## src/rtl/synth_pkg.sv

```systemverilog
// Shared synth voice definitions: envelope state encoding and common widths.
package synth_pkg;

  localparam int VOL_W  = 7;
  localparam int RATE_W = 8;

  typedef enum logic [2:0] {
    IDLE,
    ATTACK,
    DECAY,
    SUSTAIN,
    RELEASE
  } adsr_state_t;

endpackage

```

## src/rtl/adsr_tick_gen.sv

```systemverilog
// Free-running divider: one-cycle tick every TICK_DIV clocks, shared by envelope and LFO.
module adsr_tick_gen #(
  parameter int TICK_DIV = 1000
) (
  input  logic clk,
  input  logic reset_n,
  output logic tick
);

  localparam int                CNT_W = $clog2(TICK_DIV);
  localparam logic [CNT_W-1:0]  LAST  = CNT_W'(TICK_DIV - 1);

  logic [CNT_W-1:0] cnt;

  assign tick = (cnt == LAST);

  // NOTE: registers use <= so every flop samples the pre-edge value of its neighbours.
  always_ff @(posedge clk or negedge reset_n) begin
    if (!reset_n) begin
      cnt <= '0;
    end else if (tick) begin
      cnt <= '0;
    end else begin
      cnt <= cnt + 1'b1;
    end
  end

endmodule

```

## src/rtl/adsr_envelope.sv

```systemverilog
// Per-voice ADSR envelope: gate/velocity in, 7-bit volume out, level stepped on a divided tick.
// Optional feature macro: ADSR_VELOCITY_EN (peak follows velocity instead of full scale).
module adsr_envelope
  import synth_pkg::*;
#(
  parameter int TICK_DIV = 1000,
  parameter int LEVEL_W  = 16
) (
  input  logic              clk,
  input  logic              reset_n,
  input  logic              gate,
  input  logic [VOL_W-1:0]  velocity,
  input  logic [RATE_W-1:0] attack_rate,
  input  logic [RATE_W-1:0] decay_rate,
  input  logic [VOL_W-1:0]  sustain_lvl,
  input  logic [RATE_W-1:0] release_rate,
  output logic [VOL_W-1:0]  volume,
  output logic              active
);

  localparam int SHIFT = LEVEL_W - VOL_W;

  typedef logic [LEVEL_W-1:0] level_t;
  typedef logic [LEVEL_W:0]   wide_t;

  adsr_state_t      state;
  level_t           level;
  logic             gate_q;
  logic [VOL_W-1:0] peak;
  logic [VOL_W-1:0] sus_vol;
  logic             tick;
  logic             rise;
  logic             fall;
  level_t           peak_lvl;
  level_t           sus_lvl;
  wide_t            att_sum;
  wide_t            dec_diff;
  wide_t            rel_diff;

  adsr_tick_gen #(
    .TICK_DIV (TICK_DIV)
  ) u_tick_gen (
    .clk     (clk),
    .reset_n (reset_n),
    .tick    (tick)
  );

  assign rise = gate & ~gate_q;
  assign fall = ~gate & gate_q;

  always_ff @(posedge clk or negedge reset_n) begin
    if (!reset_n) begin
      gate_q <= 1'b0;
    end else begin
      gate_q <= gate;
    end
  end

`ifdef ADSR_VELOCITY_EN
  always_ff @(posedge clk or negedge reset_n) begin
    if (!reset_n) begin
      peak <= '0;
    end else if (rise) begin
      peak <= velocity;
    end
  end
`else
  logic unused_velocity;

  assign peak            = '1;
  assign unused_velocity = ^velocity;
`endif

  // Targets are whole volume steps; extra LEVEL_W bit on the arithmetic catches carry/borrow.
  assign sus_vol  = (sustain_lvl < peak) ? sustain_lvl : peak;
  assign peak_lvl = level_t'(peak) << SHIFT;
  assign sus_lvl  = level_t'(sus_vol) << SHIFT;
  assign att_sum  = {1'b0, level} + wide_t'(attack_rate);
  assign dec_diff = {1'b0, level} - wide_t'(decay_rate);
  assign rel_diff = {1'b0, level} - wide_t'(release_rate);

  assign volume = level[LEVEL_W-1 -: VOL_W];

  // Gate edges take priority over the tick; rise keeps the current level for a click-free retrigger.
  always_ff @(posedge clk or negedge reset_n) begin
    if (!reset_n) begin
      state  <= IDLE;
      level  <= '0;
      active <= 1'b0;
    end else if (rise) begin
      state  <= ATTACK;
      active <= 1'b1;
    end else if (fall) begin
      if (state inside {ATTACK, DECAY, SUSTAIN}) begin
        state <= RELEASE;
      end
    end else if (tick) begin
      case (state)
        ATTACK: begin
          if (attack_rate == '0 || att_sum >= {1'b0, peak_lvl}) begin
            level <= peak_lvl;
            state <= DECAY;
          end else begin
            level <= att_sum[LEVEL_W-1:0];
          end
        end
        DECAY: begin
          if (decay_rate == '0 || dec_diff[LEVEL_W] || dec_diff[LEVEL_W-1:0] <= sus_lvl) begin
            level <= sus_lvl;
            state <= SUSTAIN;
          end else begin
            level <= dec_diff[LEVEL_W-1:0];
          end
        end
        SUSTAIN: begin
          level <= sus_lvl;
        end
        RELEASE: begin
          if (release_rate == '0 || rel_diff[LEVEL_W] || rel_diff[LEVEL_W-1:0] == '0) begin
            level  <= '0;
            state  <= IDLE;
            active <= 1'b0;
          end else begin
            level <= rel_diff[LEVEL_W-1:0];
          end
        end
        default: begin
          level  <= '0;
          state  <= IDLE;
          active <= 1'b0;
        end
      endcase
    end
  end

endmodule

```

## config.mk

```make
export PLATFORM = sky130hd
export DESIGN_NAME = adsr_envelope
export DESIGN_NICKNAME = d
export VERILOG_FILES = /design/src/rtl/synth_pkg.sv /design/src/rtl/adsr_tick_gen.sv /design/src/rtl/adsr_envelope.sv
export SDC_FILE = /design/constraint.sdc
export NUM_CORES = 1
export LEC_CHECK = 0
export ABC_CLOCK_PERIOD_IN_PS = 4800
export BUFFER_PORTS_ARGS = -buffer_cell sky130_fd_sc_hd__clkbuf_2
export CORE_ASPECT_RATIO = 1.2
export CORE_UTILIZATION = 40
export CTS_CLUSTER_SIZE = 40
export DETAILED_ROUTE_END_ITERATION = 6
export PLACE_DENSITY_LB_ADDON = 0.05
export SETUP_SLACK_MARGIN = 0.05
export SLEW_MARGIN = 20
export SYNTH_ARGS = -nofsm -noshare
export SYNTH_HDL_FRONTEND = slang
export SYNTH_SLANG_ARGS = --single-unit
```

## constraint.sdc

```tcl
create_clock -name clk -period 4.8 [get_ports clk]
set_input_delay 0.96 -clock clk [delete_from_list [all_inputs] [get_ports clk]]
set_output_delay 0.96 -clock clk [all_outputs]
set_load 0.02 [all_outputs]
```

## Word-level counts from Yosys, hierarchy flattened

Cells that the tools add are included.

| operators by class | value |
|---|---|
| shifts and indexed selects | 0 |
| equality and inequality tests | 13 |
| bitwise logic cells | 6 |
| reductions and logical operators | 16 |
| magnitude comparators | 3 |
| $add $sub $neg | 4 |
| multiply operators | 0 |
| divide/modulo/power cells | 0 |
| multiplexer cells | 19 |

Operators by type and width:

| kind | number |
|---|---|
| one-hot mux 16 bit (4 select lines) | 1 |
| 2-to-1 mux 16 bit | 3 |
| subtractor 16 x 8 -> 17 bit | 2 |
| logical NOT 8 bit | 3 |
| 2-to-1 mux 3 bit | 7 |
| adder 16 x 8 -> 17 bit | 1 |
| greater-or-equal comparator 17 x 16 -> 1 bit (second input constant) | 1 |
| <= comparator 16 bit | 1 |
| logical NOT 16 bit | 1 |
| one-hot mux 3 bit (4 select lines) | 1 |
| adder 10 x 1 -> 10 bit (second input constant) | 1 |
| equality test 10 bit (second input constant) | 1 |
| 2-to-1 mux 10 bit | 1 |
| != test 4 x 3 -> 1 bit (second input constant) | 2 |
| < comparator 7 bit (second input constant) | 1 |
| 2-to-1 mux 7 bit | 1 |
| equality test 3 x 2 -> 1 bit (second input constant) | 2 |
| != test 3 bit (second input constant) | 2 |
| AND reduction 6 bit | 1 |
| nonzero test 3 bit | 2 |
| logical OR 1 bit | 5 |
| 2-to-1 mux 1 bit | 4 |
| != test 4 bit (second input constant) | 1 |
| NOT 1 bit | 4 |
| other kinds (11) | 12 |

| word-level totals | value |
|---|---|
| output and inout port bits | 8 |
| bits in latches | 0 |
| register bits after elaboration | 31 |
| memories | 0 |
| word-level logic and storage cells | 66 |
| memory bits (writable) | 0 |
| bits in read-only memories | 0 |
| input port bits | 41 |

## Longest topological paths before layout

Gate-level depths: netlist of the first run.

| depth | value |
|---|---|
| depth after elaboration | 9 |
| mapped depth | 19 |
| mapped depth without buffers | 18 |

## By module

From an unflattened synthesis of the first run, not the netlist that was laid out.

| second synthesis, totals | value |
|---|---|
| cell total of the unflattened synthesis | 487 |
| area total of the unflattened synthesis | 3842.4 µm² |

Modules (own cells, without submodules):

| module | area an instance (µm²) | instances | sequential area each (µm²) | cells an instance |
|---|---|---|---|---|
| adsr_envelope | 3369.5 | 1 | 525.5 | 445 |
| adsr_tick_gen | 473.0 | 1 | 250.2 | 42 |

## Worst setup path before layout of the first run

No wires, ideal clock.

| path | value |
|---|---|
| kind | input port to flip-flop |
| from | in decay_rate[0] |
| to | reg state[1] |
| path buffers | 1 |
| slack | 0.212 ns |
| arrival time | 4.505 ns |
| cell stages on the path | 18 |
| cells stage by stage | ha_1 > fa_1 > nand2b_1 > a211oi_1 > o2bb2ai_1 > nand2_1 > xnor2_1 > ha_1 > nor2b_1 > o21a_1 > o21a_1 > o2111ai_1 > a21oi_1 > and3_2 > buf_6 > or3b_2 > o31a_2 > o21ai_0 |

| between the ends | value |
|---|---|
| cells in the longest elaborated chain, start to end | 5 |

Ends and longest elaborated chain:

| item | RTL line | source |
|---|---|---|
| from (decl) | adsr_envelope.sv:14 | `input logic [RATE_W-1:0] decay_rate,` |
| subtractor 16 x 8 -> 17 bit or logical NOT 8 bit (tied branches) | adsr_envelope.sv:79, adsr_envelope.sv:108 |  |
| <= comparator 16 bit or logical OR 1 bit (tied branches) | adsr_envelope.sv:108 | `if (decay_rate == '0 \|\| dec_diff[LEVEL_W] \|\| dec_diff[LEVEL_W-1:0] <= sus_lvl) begin` |
| logical OR 1 bit * | adsr_envelope.sv:108 |  |
| != test 4 x 3 -> 1 bit (no line) * | -- |  |
| AND reduction 6 bit (no line) * | -- |  |
| to (signal assigned) | adsr_envelope.sv:102 | `state <= DECAY;` |
| to (signal assigned) | adsr_envelope.sv:110 | `state <= SUSTAIN;` |
| to (signal assigned) | adsr_envelope.sv:121 | `state <= IDLE;` |
| to (decl) | adsr_envelope.sv:26 | `adsr_state_t state;` |

Every way passes the cells marked *; elsewhere a longest branch is shown, timed or not.
A chain may end at the register's enable or synchronous reset.

## Final worst setup path of the first run

| path | value |
|---|---|
| from | in decay_rate[1] |
| to | reg state[1] |

Same word-level chain as after synthesis.

==> report_table.html, run 1 <==
<table>
<tr><th>Metric</th><th>Value</th></tr>
<tr><th colspan="2">Run status</th></tr>
<tr><td>Outcome</td><td>finished, final reports clean</td></tr>
<tr><th colspan="2">Flow run</th></tr>
<tr><td>Max-capacitance violation count</td><td>0</td></tr>
<tr><th colspan="2">Worst setup path</th></tr>
<tr><td>Maximum fanout count along the critical path</td><td>4</td></tr>
<tr><td>Worst Setup End Kind</td><td>flop</td></tr>
<tr><td>Worst endpoint required time</td><td>roughly 5000 ps</td></tr>
<tr><td>Arrival time at the worst endpoint</td><td>4720 ps</td></tr>
<tr><td>Library cell contributing the largest single delay on the critical path</td><td>sky130_fd_sc_hd__or3b_2</td></tr>
<tr><td>Cell class contributing the biggest share of worst-path delay</td><td>simple AND/OR/NAND/NOR gates</td></tr>
<tr><td>List of cells traversed by the critical path</td><td>clkbuf_2 &gt; inv_1 &gt; ha_1 &gt; nor2b_1 &gt; o2111ai_2 &gt; a31oi_4 &gt; nor2_1 &gt; and3_1 &gt; xor2_1 &gt; ha_1 &gt; and4_4 &gt; nand3_1 &gt; nor4_2 &gt; o2111ai_2 &gt; and3_4 &gt; or3b_2 &gt; o31a_2 &gt; o21ai_0</td></tr>
<tr><td>Type of the setup path with the least slack</td><td>primary input to flop</td></tr>
<tr><td>Critical Path Source Type</td><td>primary input</td></tr>
<tr><td>Buffer and inverter count on the worst path</td><td>2</td></tr>
<tr><td>Highest cell delay on the worst timing path</td><td>about 460 ps</td></tr>
<tr><th colspan="2">Die</th></tr>
<tr><td>Standard cell core area</td><td>around 9600 sq um</td></tr>
<tr><td>I/O pin count</td><td>between 40 and 50</td></tr>
<tr><td>Cell Rows</td><td>39</td></tr>
<tr><td>Die width</td><td>between 90 and 100 microns</td></tr>
<tr><td>Initial core utilization</td><td>41.5%</td></tr>
<tr><td>Die area</td><td>10,300 sq um</td></tr>
<tr><td>Die height</td><td>111 microns</td></tr>
<tr><th colspan="2">GRT</th></tr>
<tr><td>Total track usage</td><td>23.9%</td></tr>
<tr><td>Number of antenna violations at the first check in global routing</td><td>0</td></tr>
<tr><td>Largest net degree at the start of global routing</td><td>32</td></tr>
<tr><td>Number of global-route vias before repair</td><td>3,872</td></tr>
<tr><td>Wire length of the first global-routing pass</td><td>19,400 microns</td></tr>
<tr><td>Gr ovfl total</td><td>0</td></tr>
<tr><th colspan="2">Place</th></tr>
<tr><td>HPWL after detailed placement</td><td>9570 microns</td></tr>
<tr><td>Number of I/O port buffers</td><td>41</td></tr>
<tr><td>RD Place Congestion</td><td>0.892</td></tr>
<tr><td>Setup slack after placement</td><td>-239 ps</td></tr>
<tr><th colspan="2">Routing</th></tr>
<tr><td>Routed wire per std cell</td><td>17.3 microns</td></tr>
<tr><td>Post-route DRC</td><td>0</td></tr>
<tr><td>Antenna Violating Nets Remaining</td><td>0</td></tr>
<tr><td>Detailed Routing Iterations Pass 1</td><td>6</td></tr>
<tr><td>1st-iter DRT viols</td><td>240</td></tr>
<tr><td>Total routed wirelength</td><td>around 12,000 microns</td></tr>
<tr><td>Vias after detailed routing</td><td>around 3,900</td></tr>
<tr><td>Post-detailed-route via-to-cell ratio</td><td>5.74</td></tr>
<tr><th colspan="2">Clocking</th></tr>
<tr><td>Clock transition time at the flip-flop clock pins of the worst setup and hold paths</td><td>around 50 ps</td></tr>
<tr><td>Number of levels in the clock H-tree</td><td>2</td></tr>
<tr><td>Buffer levels on the longest clock path</td><td>2</td></tr>
<tr><td>CTS tree</td><td>yes</td></tr>
<tr><td>Post-CTS Hold Buffers</td><td>0</td></tr>
<tr><td>Sinks on Clock Net</td><td>31</td></tr>
<tr><td>Clock Tree Root</td><td>sky130_fd_sc_hd__clkbuf_16</td></tr>
<tr><td>Clock latency at the later pin of the worst-skew pair</td><td>290 ps</td></tr>
<tr><td>Number of buffers created by CTS</td><td>5</td></tr>
<tr><th colspan="2">Power</th></tr>
<tr><td>Net switching power</td><td>0.000322 W</td></tr>
<tr><td>IR drop worst, VDD</td><td>between 0.15 and 0.2 mV</td></tr>
<tr><td>Clock Power Share</td><td>36.0%</td></tr>
<tr><td>Cell-internal power</td><td>between 0.0005 and 0.0006 W</td></tr>
<tr><td>Sw frac</td><td>35.4%</td></tr>
<tr><td>Leakage Power</td><td>2.14 nW</td></tr>
<tr><td>Portion of total power attributed to combinational logic</td><td>31.7%</td></tr>
<tr><td>Cell area power density</td><td>197 nW/um^2</td></tr>
<tr><td>Seq pwr share</td><td>32.2%</td></tr>
<tr><th colspan="2">STA</th></tr>
<tr><td>FMAX</td><td>221 MHz</td></tr>
<tr><td>Smallest setup slack after layout</td><td>roughly 270 ps</td></tr>
<tr><td>Worst hold slack</td><td>457 ps</td></tr>
<tr><td>Unrepaired setup endpoints after global routing</td><td>false</td></tr>
<tr><td>Setup violation total in the final timing report</td><td>0</td></tr>
<tr><td>Final-report hold violation count</td><td>0</td></tr>
<tr><td>Final period util</td><td>a little over nine tenths</td></tr>
<tr><td>Worst clock skew on the final layout</td><td>approximately 4.5 ps</td></tr>
<tr><td>Shortest clock period the worst path allows after layout</td><td>between 4000 and 5000 ps</td></tr>
<tr><td>Remaining max-slew budget at the tightest pin</td><td>41.9%</td></tr>
<tr><td>Final Max Tran Viols</td><td>0</td></tr>
<tr><td>TNS Setup</td><td>0 ps</td></tr>
<tr><td>Least-Margin Pin Slew</td><td>between 800 and 900 ps</td></tr>
<tr><th colspan="2">Logic synthesis</th></tr>
<tr><td>Register area share after synthesis</td><td>about a fifth</td></tr>
<tr><td>Dominant register cell in the synthesized netlist</td><td>sky130_fd_sc_hd__dfrtp_1</td></tr>
<tr><td>Adder-cell share of the synthesized area</td><td>12.5%</td></tr>
<tr><td>Top cells by area, synth</td><td>sky130_fd_sc_hd__dfrtp_1, sky130_fd_sc_hd__ha_1, sky130_fd_sc_hd__nand2_1</td></tr>
<tr><td>Xor-xnor portion of the synthesized cell area</td><td>8.38%</td></tr>
<tr><td>Fraction of the mapped netlist area in compound gates</td><td>between 20% and 30%</td></tr>
<tr><td>Share of cell area taken by muxes after synthesis</td><td>1.20%</td></tr>
<tr><td>Dominant combinational cell family by area after synthesis</td><td>compound AO/OA/AOI/OAI gates</td></tr>
<tr><td>Yosys cell types</td><td>71</td></tr>
<tr><td>EDFF count, synth</td><td>0</td></tr>
<tr><td>Number of synthesis warnings</td><td>0</td></tr>
<tr><td>Async set or reset register ratio after synthesis</td><td>100%</td></tr>
<tr><td>Post-synthesis cell count</td><td>507</td></tr>
<tr><td>Register bit total from synthesis</td><td>31</td></tr>
<tr><td>Mapped Nets</td><td>585</td></tr>
<tr><td>Share of Yosys cell area claimed by the top area cell type</td><td>19.5%</td></tr>
<tr><td>Synthesized-area fraction occupied by and/or/nand/nor cells</td><td>23.2%</td></tr>
<tr><td>Yosys top cell by area</td><td>sky130_fd_sc_hd__dfrtp_1</td></tr>
<tr><td>Cell area after synthesis</td><td>3970 sq um</td></tr>
<tr><td>Average cell area after synthesis</td><td>7.83 sq um</td></tr>
<tr><th colspan="2">Finish</th></tr>
<tr><td>N_diodes</td><td>0</td></tr>
<tr><td>Number of nets in the final layout</td><td>639</td></tr>
<tr><td>Layout cell share with drive strength beyond 1</td><td>between 20% and 30%</td></tr>
<tr><td>Area added between synthesis and finish</td><td>16.2%</td></tr>
<tr><th colspan="2">Hold path</th></tr>
<tr><td>Classification of the worst-slack hold path</td><td>flop to flop</td></tr>
</table>
## power by group through the flow
stage | combinational [W] | clock (W) | sequential (W)
floorplan | 0.000198 | 0 | 0.000287
global placement | 0.000280 | 0 | 0.000297
detailed placement | 0.000281 | 0 | 0.000297
CTS | 0.000283 | 0.000340 | 0.000293
global route | 0.000321 | 0.000347 | 0.000296
finish | 0.000289 | 0.000328 | 0.000294
## placed cells by master, fill, tap and decap left out, types with 8 or more instances in the layout
cell type                   n
sky130_fd_sc_hd__xor2_1    17
sky130_fd_sc_hd__nor2_1    34
sky130_fd_sc_hd__nor2b_1   10
sky130_fd_sc_hd__nand3_1   22
sky130_fd_sc_hd__clkbuf_2  41
sky130_fd_sc_hd__nor4_1     8
sky130_fd_sc_hd__ha_1      34
sky130_fd_sc_hd__dfrtp_1   31
sky130_fd_sc_hd__o21a_1     8
sky130_fd_sc_hd__xnor2_1   21
sky130_fd_sc_hd__o21ai_0   29
sky130_fd_sc_hd__nand2_1   56
sky130_fd_sc_hd__nor3_1     8
sky130_fd_sc_hd__inv_1     39
sky130_fd_sc_hd__a21oi_1   35
sky130_fd_sc_hd__buf_4     33
sky130_fd_sc_hd__a21o_1     9
## metrics by stage
step	area, sq um	util (%)	std cells	power [W]
3_5_place_dp	4360	45.6	675	0.000579
5_1_grt	4620	48.3	685	0.000965
3_3_place_gp	4360	45.6	675	0.000577
6_report	4620	48.3	685	0.000911
4_1_cts	4510	47.1	683	0.000915
2_1_floorplan	3970	-	507	0.000485
## worst reg2reg max path: cells and delay by family (launching register included)
family	cells	cell delay [ps]
AND/OR/NAND/NOR	8	1780
AO/OA/AOI/OAI	5	1030
adder cells (fa/ha/maj)	2	680
flip-flops	1	490
XOR/XNOR	1	160
## repair_timing
action                                  CTS  global route
hold endpoints to repair                  0             0
endpoints found under the setup margin    0            18
gates resized for setup                   0            17
setup buffers                             0             2
## sequential cells by signal, summed over array words and instances (netlist names)
name,cells
level,16
u_tick_gen.cnt,10
state,3
active,1
gate_q,1
## worst paths after layout
| kind | from | endpoint | slack [ps] | cells past startpoint |
|---|---|---|---|---|
| setup reg to reg | level[1] | state[1] | 560 | 16 |
| setup / recovery | decay_rate[1] | state[1] | 270 | 18 |
| max in group asynchronous | reset_n | level[10] | 3480 | 1 |
| hold / removal | u_tick_gen.cnt[0] | u_tick_gen.cnt[0] | 460 | 1 |
| min in group asynchronous | reset_n | level[1] | 780 | 1 |
| hold reg to reg | u_tick_gen.cnt[0] | u_tick_gen.cnt[0] | 460 | 1 |
## layer usage
layer  global-route usage [%]  share of wire (%)  routed length (microns)  vias up
met4                     6.26                2.5                      290        0
met2                     41.0                 49                     5770      110
met3                     3.29                4.4                      521       22
li1                         -                  -                        -     1954
met5                        0                  0                        0        -
met1                     31.2                 44                     5250     1846
## layout make-up
type / count / area, sq um
Fill cell: 1006 / 4950
Multi-Input combinational cell: 410 / 2940
Sequential cell: 31 / 776
Timing Repair Buffer: 74 / 453
Tap cell: 123 / 154
Inverter: 39 / 146
Clock buffer: 5 / 125
Clock inverter: 3 / 23.8
## cells in the mapped netlist (3+ instances only)
master / number
sky130_fd_sc_hd__nand2_1: 56
sky130_fd_sc_hd__inv_1: 39
sky130_fd_sc_hd__a21oi_1: 35
sky130_fd_sc_hd__ha_1: 34
sky130_fd_sc_hd__nor2_1: 34
sky130_fd_sc_hd__dfrtp_1: 31
sky130_fd_sc_hd__o21ai_0: 31
sky130_fd_sc_hd__nand3_1: 22
sky130_fd_sc_hd__xnor2_1: 21
sky130_fd_sc_hd__xor2_1: 17
sky130_fd_sc_hd__buf_4: 11
sky130_fd_sc_hd__nor2b_1: 10
sky130_fd_sc_hd__a21o_1: 9
sky130_fd_sc_hd__clkbuf_1: 9
sky130_fd_sc_hd__nor3_1: 9
sky130_fd_sc_hd__nor4_1: 9
sky130_fd_sc_hd__a31oi_1: 8
sky130_fd_sc_hd__o21a_1: 8
sky130_fd_sc_hd__and2_1: 7
sky130_fd_sc_hd__and3_1: 7
sky130_fd_sc_hd__a221oi_1: 6
sky130_fd_sc_hd__nand2b_1: 5
sky130_fd_sc_hd__o2111ai_1: 5
sky130_fd_sc_hd__o211ai_1: 5
sky130_fd_sc_hd__o22ai_1: 5
sky130_fd_sc_hd__a211oi_1: 4
sky130_fd_sc_hd__clkbuf_8: 4
sky130_fd_sc_hd__a222oi_1: 3
sky130_fd_sc_hd__buf_6: 3
sky130_fd_sc_hd__fa_1: 3
## cells by family after synthesis
| group | Yosys count |
|---|---|
| muxes | 4 |
| buffers and inverters | 66 |
| adders and majority gates | 38 |
| and+or+nand+nor | 180 |
| AOI/OAI and AO/OA | 150 |
| DFF | 31 |
| xor gates and xnor gates | 38 |
Note: power is estimated with default switching activity, not from simulation.
==> run 2, diff against run 1 <==
Settings changed: CORE_UTILIZATION 40 to 55, GPL_TIMING_DRIVEN from default to 0.
==> run 2 against run 1 <==
  * Hold slack is essentially flat
  * Combinational power grew 2%
  * Clock skew is essentially flat
  * Global-route usage grew 7.2 points
  * Non-clock buffer count shrank 4
  * Via count grew 2.3%
  * Count of clock-buffer cells in the layout grew 2
  * Sequential power shrank 3%
  * Critical path depth is the same
  * Sequential share of layout area grew 0.34 points
  * Setup slack lost 87 ps
  * Largest cell class unchanged
==> report_table.html, run 2 (synthesized netlist as in run 1, its figures left out) <==
<table>
<tr><th>Metric</th><th>Value</th></tr>
<tr><th colspan="2">Run status</th></tr>
<tr><td>Outcome</td><td>finished, final reports clean</td></tr>
<tr><th colspan="2">Worst setup path</th></tr>
<tr><td>First element of the critical path</td><td>decay_rate[0]</td></tr>
<tr><td>Type of the setup path with the least slack</td><td>primary input to flop</td></tr>
<tr><td>Worst Setup End Kind</td><td>flop</td></tr>
<tr><td>Endpoint of the worst-slack reg-to-reg timing path</td><td>state[1]</td></tr>
<tr><td>Maximum fanout count along the critical path</td><td>10</td></tr>
<tr><td>Arrival time at the worst endpoint</td><td>4820 ps</td></tr>
<tr><td>Critical path endpoint</td><td>state[1]</td></tr>
<tr><td>Flop2flop setup slack</td><td>490 ps</td></tr>
<tr><td>R2R cell count</td><td>17</td></tr>
<tr><td>Critical Path Source Type</td><td>primary input</td></tr>
<tr><td>Worst endpoint required time</td><td>approximately 5000 ps</td></tr>
<tr><td>Startpoint of the worst-slack reg-to-reg timing path</td><td>level[1]</td></tr>
<tr><th colspan="2">Die</th></tr>
<tr><td>Die height</td><td>95.1 microns</td></tr>
<tr><td>Cell Rows</td><td>33</td></tr>
<tr><td>I/O pin count</td><td>49</td></tr>
<tr><td>Initial core utilization</td><td>57.6%</td></tr>
<tr><td>Die width</td><td>79.6 microns</td></tr>
<tr><td>Die area</td><td>around 7600 sq um</td></tr>
<tr><td>Standard cell core area</td><td>6900 sq um</td></tr>
<tr><th colspan="2">Power</th></tr>
<tr><td>IR drop worst, VDD</td><td>roughly 0.18 mV</td></tr>
<tr><td>Leakage Power</td><td>2.09 nW</td></tr>
<tr><td>Cell area power density</td><td>172 nW/um^2</td></tr>
<tr><th colspan="2">GRT</th></tr>
<tr><td>Wire length of the first global-routing pass</td><td>18,100 microns</td></tr>
<tr><td>Total track usage</td><td>31.1%</td></tr>
<tr><td>Number of global-route vias before repair</td><td>roughly 3,800</td></tr>
<tr><td>Gr ovfl total</td><td>0</td></tr>
<tr><td>Largest net degree at the start of global routing</td><td>32</td></tr>
<tr><td>Number of antenna violations at the first check in global routing</td><td>0</td></tr>
<tr><th colspan="2">STA</th></tr>
<tr><td>Unrepaired setup endpoints after global routing</td><td>false</td></tr>
<tr><td>Shortest clock period the worst path allows after layout</td><td>4620 ps</td></tr>
<tr><td>Final period util</td><td>96.2%</td></tr>
<tr><td>Final-report hold violation count</td><td>0</td></tr>
<tr><td>Least-Margin Pin Slew</td><td>~890 ps</td></tr>
<tr><td>FMAX</td><td>217 MHz</td></tr>
<tr><td>Remaining max-slew budget at the tightest pin</td><td>40.4%</td></tr>
<tr><td>TNS Setup</td><td>0 ps</td></tr>
<tr><td>Final Max Tran Viols</td><td>0</td></tr>
<tr><td>Worst clock skew on the final layout</td><td>approximately 4.8 ps</td></tr>
<tr><td>Setup violation total in the final timing report</td><td>0</td></tr>
<tr><th colspan="2">Place</th></tr>
<tr><td>Number of I/O port buffers</td><td>41</td></tr>
<tr><td>HPWL after detailed placement</td><td>roughly 9000 microns</td></tr>
<tr><td>Cell area after placement</td><td>4290 sq um</td></tr>
<tr><td>Cell count after placement</td><td>~640</td></tr>
<tr><td>RD Place Congestion</td><td>0.939</td></tr>
<tr><th colspan="2">Finish</th></tr>
<tr><td>Filler cell count in the final layout</td><td>641</td></tr>
<tr><td>Commonest non-fill, non-tap cell in the layout</td><td>sky130_fd_sc_hd__nand2_1</td></tr>
<tr><td>Most frequent cells in the layout</td><td>sky130_fd_sc_hd__nand2_1, sky130_fd_sc_hd__clkbuf_2, sky130_fd_sc_hd__inv_1</td></tr>
<tr><td>Final std cell area, no fill</td><td>4520 sq um</td></tr>
<tr><td>N_diodes</td><td>0</td></tr>
<tr><td>Area added between synthesis and finish</td><td>13.9%</td></tr>
<tr><td>Final cell count without fillers</td><td>645</td></tr>
<tr><td>Register with the highest flop count</td><td>level</td></tr>
<tr><td>Core utilization of the finished layout</td><td>65.6%</td></tr>
<tr><td>Biggest regs</td><td>level x16, u_tick_gen.cnt x10, state x3</td></tr>
<tr><td>Layout cell share with drive strength beyond 1</td><td>18.8%</td></tr>
<tr><td>Number of nets in the final layout</td><td>635</td></tr>
<tr><td>Flip-flop count of the largest register after layout</td><td>16</td></tr>
<tr><th colspan="2">Clocking</th></tr>
<tr><td>Clock Tree Root</td><td>sky130_fd_sc_hd__clkbuf_8</td></tr>
<tr><td>Buffer levels on the longest clock path</td><td>2</td></tr>
<tr><td>Clock transition time at the flip-flop clock pins of the worst setup and hold paths</td><td>70 ps</td></tr>
<tr><td>Post-CTS Hold Buffers</td><td>0</td></tr>
<tr><td>CTS tree</td><td>yes</td></tr>
<tr><td>Number of levels in the clock H-tree</td><td>2</td></tr>
<tr><td>Number of buffers created by CTS</td><td>5</td></tr>
<tr><td>Clock latency at the later pin of the worst-skew pair</td><td>280 ps</td></tr>
<tr><td>Sinks on Clock Net</td><td>31</td></tr>
<tr><th colspan="2">Routing</th></tr>
<tr><td>Vias after detailed routing</td><td>4,023</td></tr>
<tr><td>Antenna Violating Nets Remaining</td><td>0</td></tr>
<tr><td>Detailed Routing Iterations Pass 1</td><td>6</td></tr>
<tr><td>Post-detailed-route via-to-cell ratio</td><td>6.24</td></tr>
<tr><td>Post-route DRC</td><td>0</td></tr>
<tr><td>Routed wire per std cell</td><td>about 18 microns</td></tr>
<tr><td>Total routed wirelength</td><td>11,500 microns</td></tr>
<tr><td>1st-iter DRT viols</td><td>205</td></tr>
<tr><th colspan="2">Hold path</th></tr>
<tr><td>Classification of the worst-slack hold path</td><td>flop to flop</td></tr>
<tr><th colspan="2">Flow run</th></tr>
<tr><td>Max-capacitance violation count</td><td>0</td></tr>
</table>
run 2: cell count changes in the layout (fill, tap and decap cells not counted), sizes merged:
cell / before / now
buf: 33 / 16
inv: 40 / 39
clkinv: 0 / 1
clkbuf: 46 / 61
clkinvlp: 2 / 0
run 2: timing repair:
| action | in CTS | in global routing |
|---|---|---|
| pin swaps | 2 | 7 |
| hold endpoints to repair | 0 | 0 |
| setup buffers | 0 | 2 |
| gates resized for setup | 6 | 18 |
| endpoints found under the setup margin | 4 | 4 |
run 2: metrics by stage:
| stage | hold slack (ps) | setup slack (ps) | power (W) |
|---|---|---|---|
| floorplan | 433 | 212 | 0.000485 |
| global placement | 453 | -436 | 0.000559 |
| detailed placement | 455 | -442 | 0.000565 |
| CTS | 463 | 59.8 | 0.000770 |
| global route | 489 | 45.5 | 0.000813 |
| finish | 458 | 184 | 0.000778 |
run 2: worst min path at each step:
stage	start	endpoint	depth (start not counted)
2_1_floorplan	u_tick_gen.cnt[0]	u_tick_gen.cnt[0]	1
3_3_place_gp	u_tick_gen.cnt[0]	u_tick_gen.cnt[0]	1
3_5_place_dp	u_tick_gen.cnt[0]	u_tick_gen.cnt[0]	1
4_1_cts	u_tick_gen.cnt[0]	u_tick_gen.cnt[0]	1
5_1_grt	u_tick_gen.cnt[0]	u_tick_gen.cnt[0]	1
6_report	u_tick_gen.cnt[0]	u_tick_gen.cnt[0]	1
run 2: routing by layer:
| metal | wire length, microns | vias up | GRT usage [%] |
|---|---|---|---|
| li1 | - | 1953 | - |
| met1 | 4800 | 1877 | 37.2 |
| met2 | 5630 | 162 | 55.3 |
| met3 | 713 | 31 | 5.17 |
| met4 | 354 | 0 | 11.5 |
| met5 | 0 | - | 0 |
run 2: final cells by class:
class	instances	area (sq um)	share of cell area [%]
sequential	31	776	17.2
tap	87	109	2.41
clock inverter	1	5.00	0.111
multi-input combinational	410	2990	66.0
timing repair buffer	43	220	4.87
clock buffer	7	76.3	1.69
buffer	27	205	4.54
inverter	39	146	3.24
run 2: critical path, cell delays in order:
cell	delay, ps
sky130_fd_sc_hd__clkbuf_2	90
sky130_fd_sc_hd__ha_1	240
sky130_fd_sc_hd__fa_2	370
sky130_fd_sc_hd__nand2b_4	180
sky130_fd_sc_hd__a211oi_4	260
sky130_fd_sc_hd__o2bb2ai_4	140
sky130_fd_sc_hd__nand2_1	100
sky130_fd_sc_hd__xnor2_1	90
sky130_fd_sc_hd__ha_1	310
sky130_fd_sc_hd__and4_4	250
sky130_fd_sc_hd__nand3_2	100
sky130_fd_sc_hd__nor4_4	310
sky130_fd_sc_hd__o2111ai_2	190
sky130_fd_sc_hd__and3_4	220
sky130_fd_sc_hd__buf_6	140
sky130_fd_sc_hd__or3b_2	460
sky130_fd_sc_hd__o31a_2	340
sky130_fd_sc_hd__o21ai_0	80
run 2: report_power, final:
| group | internal (W) | total [W] | switching (W) |
|---|---|---|---|
| registers | 0.000274 | 0.000285 | 0.0000112 |
| clock network | 0.000102 | 0.000200 | 0.0000979 |
| logic | 0.000113 | 0.000294 | 0.000181 |
| total | 0.000488 | 0.000778 | 0.000290 |
==> run 3, diff against run 2 <==
Settings changed: SYNTH_HIERARCHICAL from default to 1.
==> run 3 against run 2 <==
  * Critical path depth up 2
  * Clock skew up 2.0 ps
  * Register-to-register slack worse by 120 ps
  * Sequential share of layout area rose by 0.17 points
  * Non-clock buffer count grew 3
  * Flip-flop and latch count unchanged
  * Total power grew 5.5%
  * Clock power grew 42%
  * Cell area is 0.97% lower
  * Synthesized area is 3.2% lower
==> report_table.html, run 3 <==
<table>
<tr><th>Metric</th><th>Value</th></tr>
<tr><th colspan="2">Run status</th></tr>
<tr><td>Outcome</td><td>finished, final reports clean</td></tr>
<tr><th colspan="2">STA</th></tr>
<tr><td>Smallest setup slack after layout</td><td>between 100 and 150 ps</td></tr>
<tr><td>Worst clock skew on the final layout</td><td>6.76 ps</td></tr>
<tr><td>Remaining max-slew budget at the tightest pin</td><td>35.9%</td></tr>
<tr><td>Setup violation total in the final timing report</td><td>0</td></tr>
<tr><td>Shortest clock period the worst path allows after layout</td><td>roughly 4700 ps</td></tr>
<tr><td>Final period util</td><td>97.7%</td></tr>
<tr><td>Unrepaired setup endpoints after global routing</td><td>false</td></tr>
<tr><td>FMAX</td><td>213 MHz</td></tr>
<tr><td>Final-report hold violation count</td><td>0</td></tr>
<tr><td>TNS Setup</td><td>0 ps</td></tr>
<tr><td>Final Max Tran Viols</td><td>0</td></tr>
<tr><td>Least-Margin Pin Slew</td><td>961 ps</td></tr>
<tr><th colspan="2">Worst setup path</th></tr>
<tr><td>Arrival time at the worst endpoint</td><td>4860 ps</td></tr>
<tr><td>Critical Path Source Type</td><td>primary input</td></tr>
<tr><td>Worst endpoint required time</td><td>4970 ps</td></tr>
<tr><td>Startpoint of the worst-slack reg-to-reg timing path</td><td>level[1]</td></tr>
<tr><td>Highest cell delay on the worst timing path</td><td>410 ps</td></tr>
<tr><td>Maximum fanout count along the critical path</td><td>7</td></tr>
<tr><td>Library cell contributing the largest single delay on the critical path</td><td>sky130_fd_sc_hd__a2111oi_1</td></tr>
<tr><td>List of cells traversed by the critical path</td><td>clkbuf_2 &gt; inv_1 &gt; ha_1 &gt; nand2b_1 &gt; a21oi_4 &gt; nor3_2 &gt; o31ai_4 &gt; buf_4 &gt; nor2_1 &gt; xnor2_1 &gt; ha_1 &gt; and3_1 &gt; o2111ai_1 &gt; a2111o_1 &gt; o41ai_4 &gt; buf_6 &gt; buf_4 &gt; nor3_1 &gt; a2111oi_1 &gt; o22ai_1</td></tr>
<tr><td>R2R cell count</td><td>18</td></tr>
<tr><td>First element of the critical path</td><td>decay_rate[1]</td></tr>
<tr><td>Worst Setup End Kind</td><td>flop</td></tr>
<tr><td>Type of the setup path with the least slack</td><td>primary input to flop</td></tr>
<tr><th colspan="2">Power</th></tr>
<tr><td>Net switching power</td><td>0.000288 W</td></tr>
<tr><td>Leakage Power</td><td>2.11 nW</td></tr>
<tr><td>Cell area power density</td><td>183 nW/um^2</td></tr>
<tr><td>IR drop worst, VDD</td><td>0.176 mV</td></tr>
<tr><td>Clock Power Share</td><td>34.6%</td></tr>
<tr><td>Portion of total power attributed to combinational logic</td><td>30.7%</td></tr>
<tr><td>Seq pwr share</td><td>between 30% and 40%</td></tr>
<tr><td>Sw frac</td><td>35.1%</td></tr>
<tr><td>Cell-internal power</td><td>0.000533 W</td></tr>
<tr><th colspan="2">Logic synthesis</th></tr>
<tr><td>Top cells by area, synth</td><td>sky130_fd_sc_hd__dfrtp_1, sky130_fd_sc_hd__ha_1, sky130_fd_sc_hd__xnor2_1</td></tr>
<tr><td>Average cell area after synthesis</td><td>about 8 sq um</td></tr>
<tr><td>Register area share after synthesis</td><td>between 20% and 30%</td></tr>
<tr><td>Cell area after synthesis</td><td>between 3000 and 4000 sq um</td></tr>
<tr><td>Most frequent cells after synthesis</td><td>sky130_fd_sc_hd__inv_1, sky130_fd_sc_hd__nor2_1, sky130_fd_sc_hd__a21oi_1</td></tr>
<tr><td>Dominant register cell in the synthesized netlist</td><td>sky130_fd_sc_hd__dfrtp_1</td></tr>
<tr><td>Yosys top cell by area</td><td>sky130_fd_sc_hd__dfrtp_1</td></tr>
<tr><td>Register bit total from synthesis</td><td>31</td></tr>
<tr><td>Mapped Nets</td><td>565</td></tr>
<tr><td>Post-synthesis cell count</td><td>487</td></tr>
<tr><td>Yosys cell types</td><td>74</td></tr>
<tr><td>Number of synthesis warnings</td><td>6</td></tr>
<tr><td>Share of Yosys cell area claimed by the top area cell type</td><td>20.2%</td></tr>
<tr><td>Most common cell in the netlist</td><td>sky130_fd_sc_hd__inv_1</td></tr>
<tr><td>EDFF count, synth</td><td>0</td></tr>
<tr><td>Async set or reset register ratio after synthesis</td><td>100%</td></tr>
<tr><th colspan="2">Finish</th></tr>
<tr><td>Biggest regs</td><td>level x16, u_tick_gen/cnt x10, state x3</td></tr>
<tr><td>Most frequent cells in the layout</td><td>sky130_fd_sc_hd__clkbuf_2, sky130_fd_sc_hd__inv_1, sky130_fd_sc_hd__nor2_1</td></tr>
<tr><td>Flip-flop count of the largest register after layout</td><td>16</td></tr>
<tr><td>N_diodes</td><td>0</td></tr>
<tr><td>Commonest non-fill, non-tap cell in the layout</td><td>sky130_fd_sc_hd__clkbuf_2</td></tr>
<tr><td>Final cell count without fillers</td><td>about 630</td></tr>
<tr><td>Layout cell share with drive strength beyond 1</td><td>19.1%</td></tr>
<tr><td>Filler cell count in the final layout</td><td>623</td></tr>
<tr><td>Register with the highest flop count</td><td>level</td></tr>
<tr><td>Area added between synthesis and finish</td><td>16.6%</td></tr>
<tr><td>Number of nets in the final layout</td><td>621</td></tr>
<tr><th colspan="2">Place</th></tr>
<tr><td>Number of I/O port buffers</td><td>a little over 40</td></tr>
<tr><td>Setup slack after placement</td><td>-581 ps</td></tr>
<tr><td>HPWL after detailed placement</td><td>between 9000 and 10,000 microns</td></tr>
<tr><td>Cell count after placement</td><td>around 600</td></tr>
<tr><td>RD Place Congestion</td><td>about 0.96</td></tr>
<tr><th colspan="2">GRT</th></tr>
<tr><td>Number of global-route vias before repair</td><td>3,834</td></tr>
<tr><td>Gr ovfl total</td><td>0</td></tr>
<tr><td>Total track usage</td><td>33.8%</td></tr>
<tr><td>Wire length of the first global-routing pass</td><td>between 15,000 and 20,000 microns</td></tr>
<tr><td>Largest net degree at the start of global routing</td><td>32</td></tr>
<tr><td>Number of antenna violations at the first check in global routing</td><td>0</td></tr>
<tr><th colspan="2">Die</th></tr>
<tr><td>Initial core utilization</td><td>56.4%</td></tr>
<tr><td>Cell Rows</td><td>33</td></tr>
<tr><td>Die height</td><td>93.6 microns</td></tr>
<tr><td>Die width</td><td>78.3 microns</td></tr>
<tr><td>Die area</td><td>7330 sq um</td></tr>
<tr><td>I/O pin count</td><td>49</td></tr>
<tr><td>Standard cell core area</td><td>roughly 6800 sq um</td></tr>
<tr><th colspan="2">Flow run</th></tr>
<tr><td>Max-capacitance violation count</td><td>0</td></tr>
<tr><th colspan="2">Routing</th></tr>
<tr><td>Routed wire per std cell</td><td>19.4 microns</td></tr>
<tr><td>Antenna Violating Nets Remaining</td><td>0</td></tr>
<tr><td>Total routed wirelength</td><td>12,200 microns</td></tr>
<tr><td>Post-route DRC</td><td>0</td></tr>
<tr><td>Detailed Routing Iterations Pass 1</td><td>6</td></tr>
<tr><td>Vias after detailed routing</td><td>4,120</td></tr>
<tr><td>1st-iter DRT viols</td><td>277</td></tr>
<tr><td>Post-detailed-route via-to-cell ratio</td><td>roughly 6.5</td></tr>
<tr><th colspan="2">Hold path</th></tr>
<tr><td>Worst Hold Launch</td><td>active</td></tr>
<tr><td>Cell depth of the worst min-delay path</td><td>2</td></tr>
<tr><td>Classification of the worst-slack hold path</td><td>flop to flop</td></tr>
<tr><th colspan="2">Clocking</th></tr>
<tr><td>Clock latency at the later pin of the worst-skew pair</td><td>300 ps</td></tr>
<tr><td>Clock Tree Root</td><td>sky130_fd_sc_hd__clkbuf_8</td></tr>
<tr><td>Sinks on Clock Net</td><td>31</td></tr>
<tr><td>Number of levels in the clock H-tree</td><td>2</td></tr>
<tr><td>Clock transition time at the flip-flop clock pins of the worst setup and hold paths</td><td>80 ps</td></tr>
<tr><td>Buffer levels on the longest clock path</td><td>2</td></tr>
<tr><td>Number of buffers created by CTS</td><td>5</td></tr>
<tr><td>CTS tree</td><td>yes</td></tr>
</table>
[run 3: area by class of cell]
| class | count | area (sq um) | area share (%) |
|---|---|---|---|
| Inverter | 38 | 143 | 3.18 |
| Clock inverter | 2 | 35.0 | 0.782 |
| Timing Repair Buffer | 49 | 269 | 6.01 |
| Clock buffer | 6 | 82.6 | 1.84 |
| Sequential cell | 31 | 776 | 17.3 |
| Buffer | 24 | 125 | 2.79 |
| Multi-Input combinational cell | 394 | 2940 | 65.6 |
| Tap cell | 87 | 109 | 2.43 |
[run 3: worst max-delay path, delay by kind of cell]
kind	cells	cell delay [ps]
AO/OA/AOI/OAI	7	1960
adder cells (fa/ha/maj)	2	600
AND/OR/NAND/NOR	5	470
XOR/XNOR	1	180
buffers and inverters	5	680
[run 3: routing by layer]
layer | wire length, microns | up-vias | global-route usage (%)
met5 | 0 | - | 0
met4 | 605 | 0 | 17.0
met3 | 731 | 49 | 4.10
met2 | 6060 | 182 | 60.7
met1 | 4820 | 1959 | 39.2
li1 | - | 1930 | -
[run 3: final timing paths]
kind                                endpoint  slack (ps)
setup / recovery                    level[8]         110
hold / removal                        active         520
setup reg to reg                    level[8]         370
hold reg to reg                       active         520
max in group asynchronous  u_tick_gen/cnt[3]        3470
min in group asynchronous           level[1]         770
[run 3: what timing repair did]
action	in CTS	in global routing
endpoints found under the setup margin	18	16
gates resized for setup	4	24
setup buffers	2	6
pin swaps	1	7
cloned	0	0
hold buffers	0	0
[run 3: through the flow]
| step | power, W | utilization, % | cell area [sq um] | hold slack [ps] |
|---|---|---|---|---|
| 3_3_place_gp | 0.000519 | 61.0 | 4160 | 494 |
| 4_1_cts | 0.000810 | 63.3 | 4310 | 521 |
| 6_report | 0.000821 | 65.7 | 4480 | 516 |
| 2_1_floorplan | 0.000445 | - | 3840 | 474 |
| 3_5_place_dp | 0.000524 | 61.0 | 4160 | 510 |
| 5_1_grt | 0.000856 | 65.7 | 4480 | 554 |
[run 3: cell families after synthesis]
logic type	share of synthesized area, %
XOR/XNOR	7.98
buffers and inverters	6.97
flip-flops	20.2
adder cells (fa/ha/maj)	12.6
AO/OA/AOI/OAI	30.4
multiplexers	0.293
AND/OR/NAND/NOR	21.5
[run 3: power groups by stage]
stage	Combinational, W	Clock, W	Sequential, W
after floorplan	0.000161	0	0.000285
after global placement	0.000230	0	0.000289
after detailed placement	0.000234	0	0.000290
after CTS	0.000238	0.000288	0.000285
after global routing	0.000273	0.000297	0.000286
final	0.000252	0.000284	0.000285
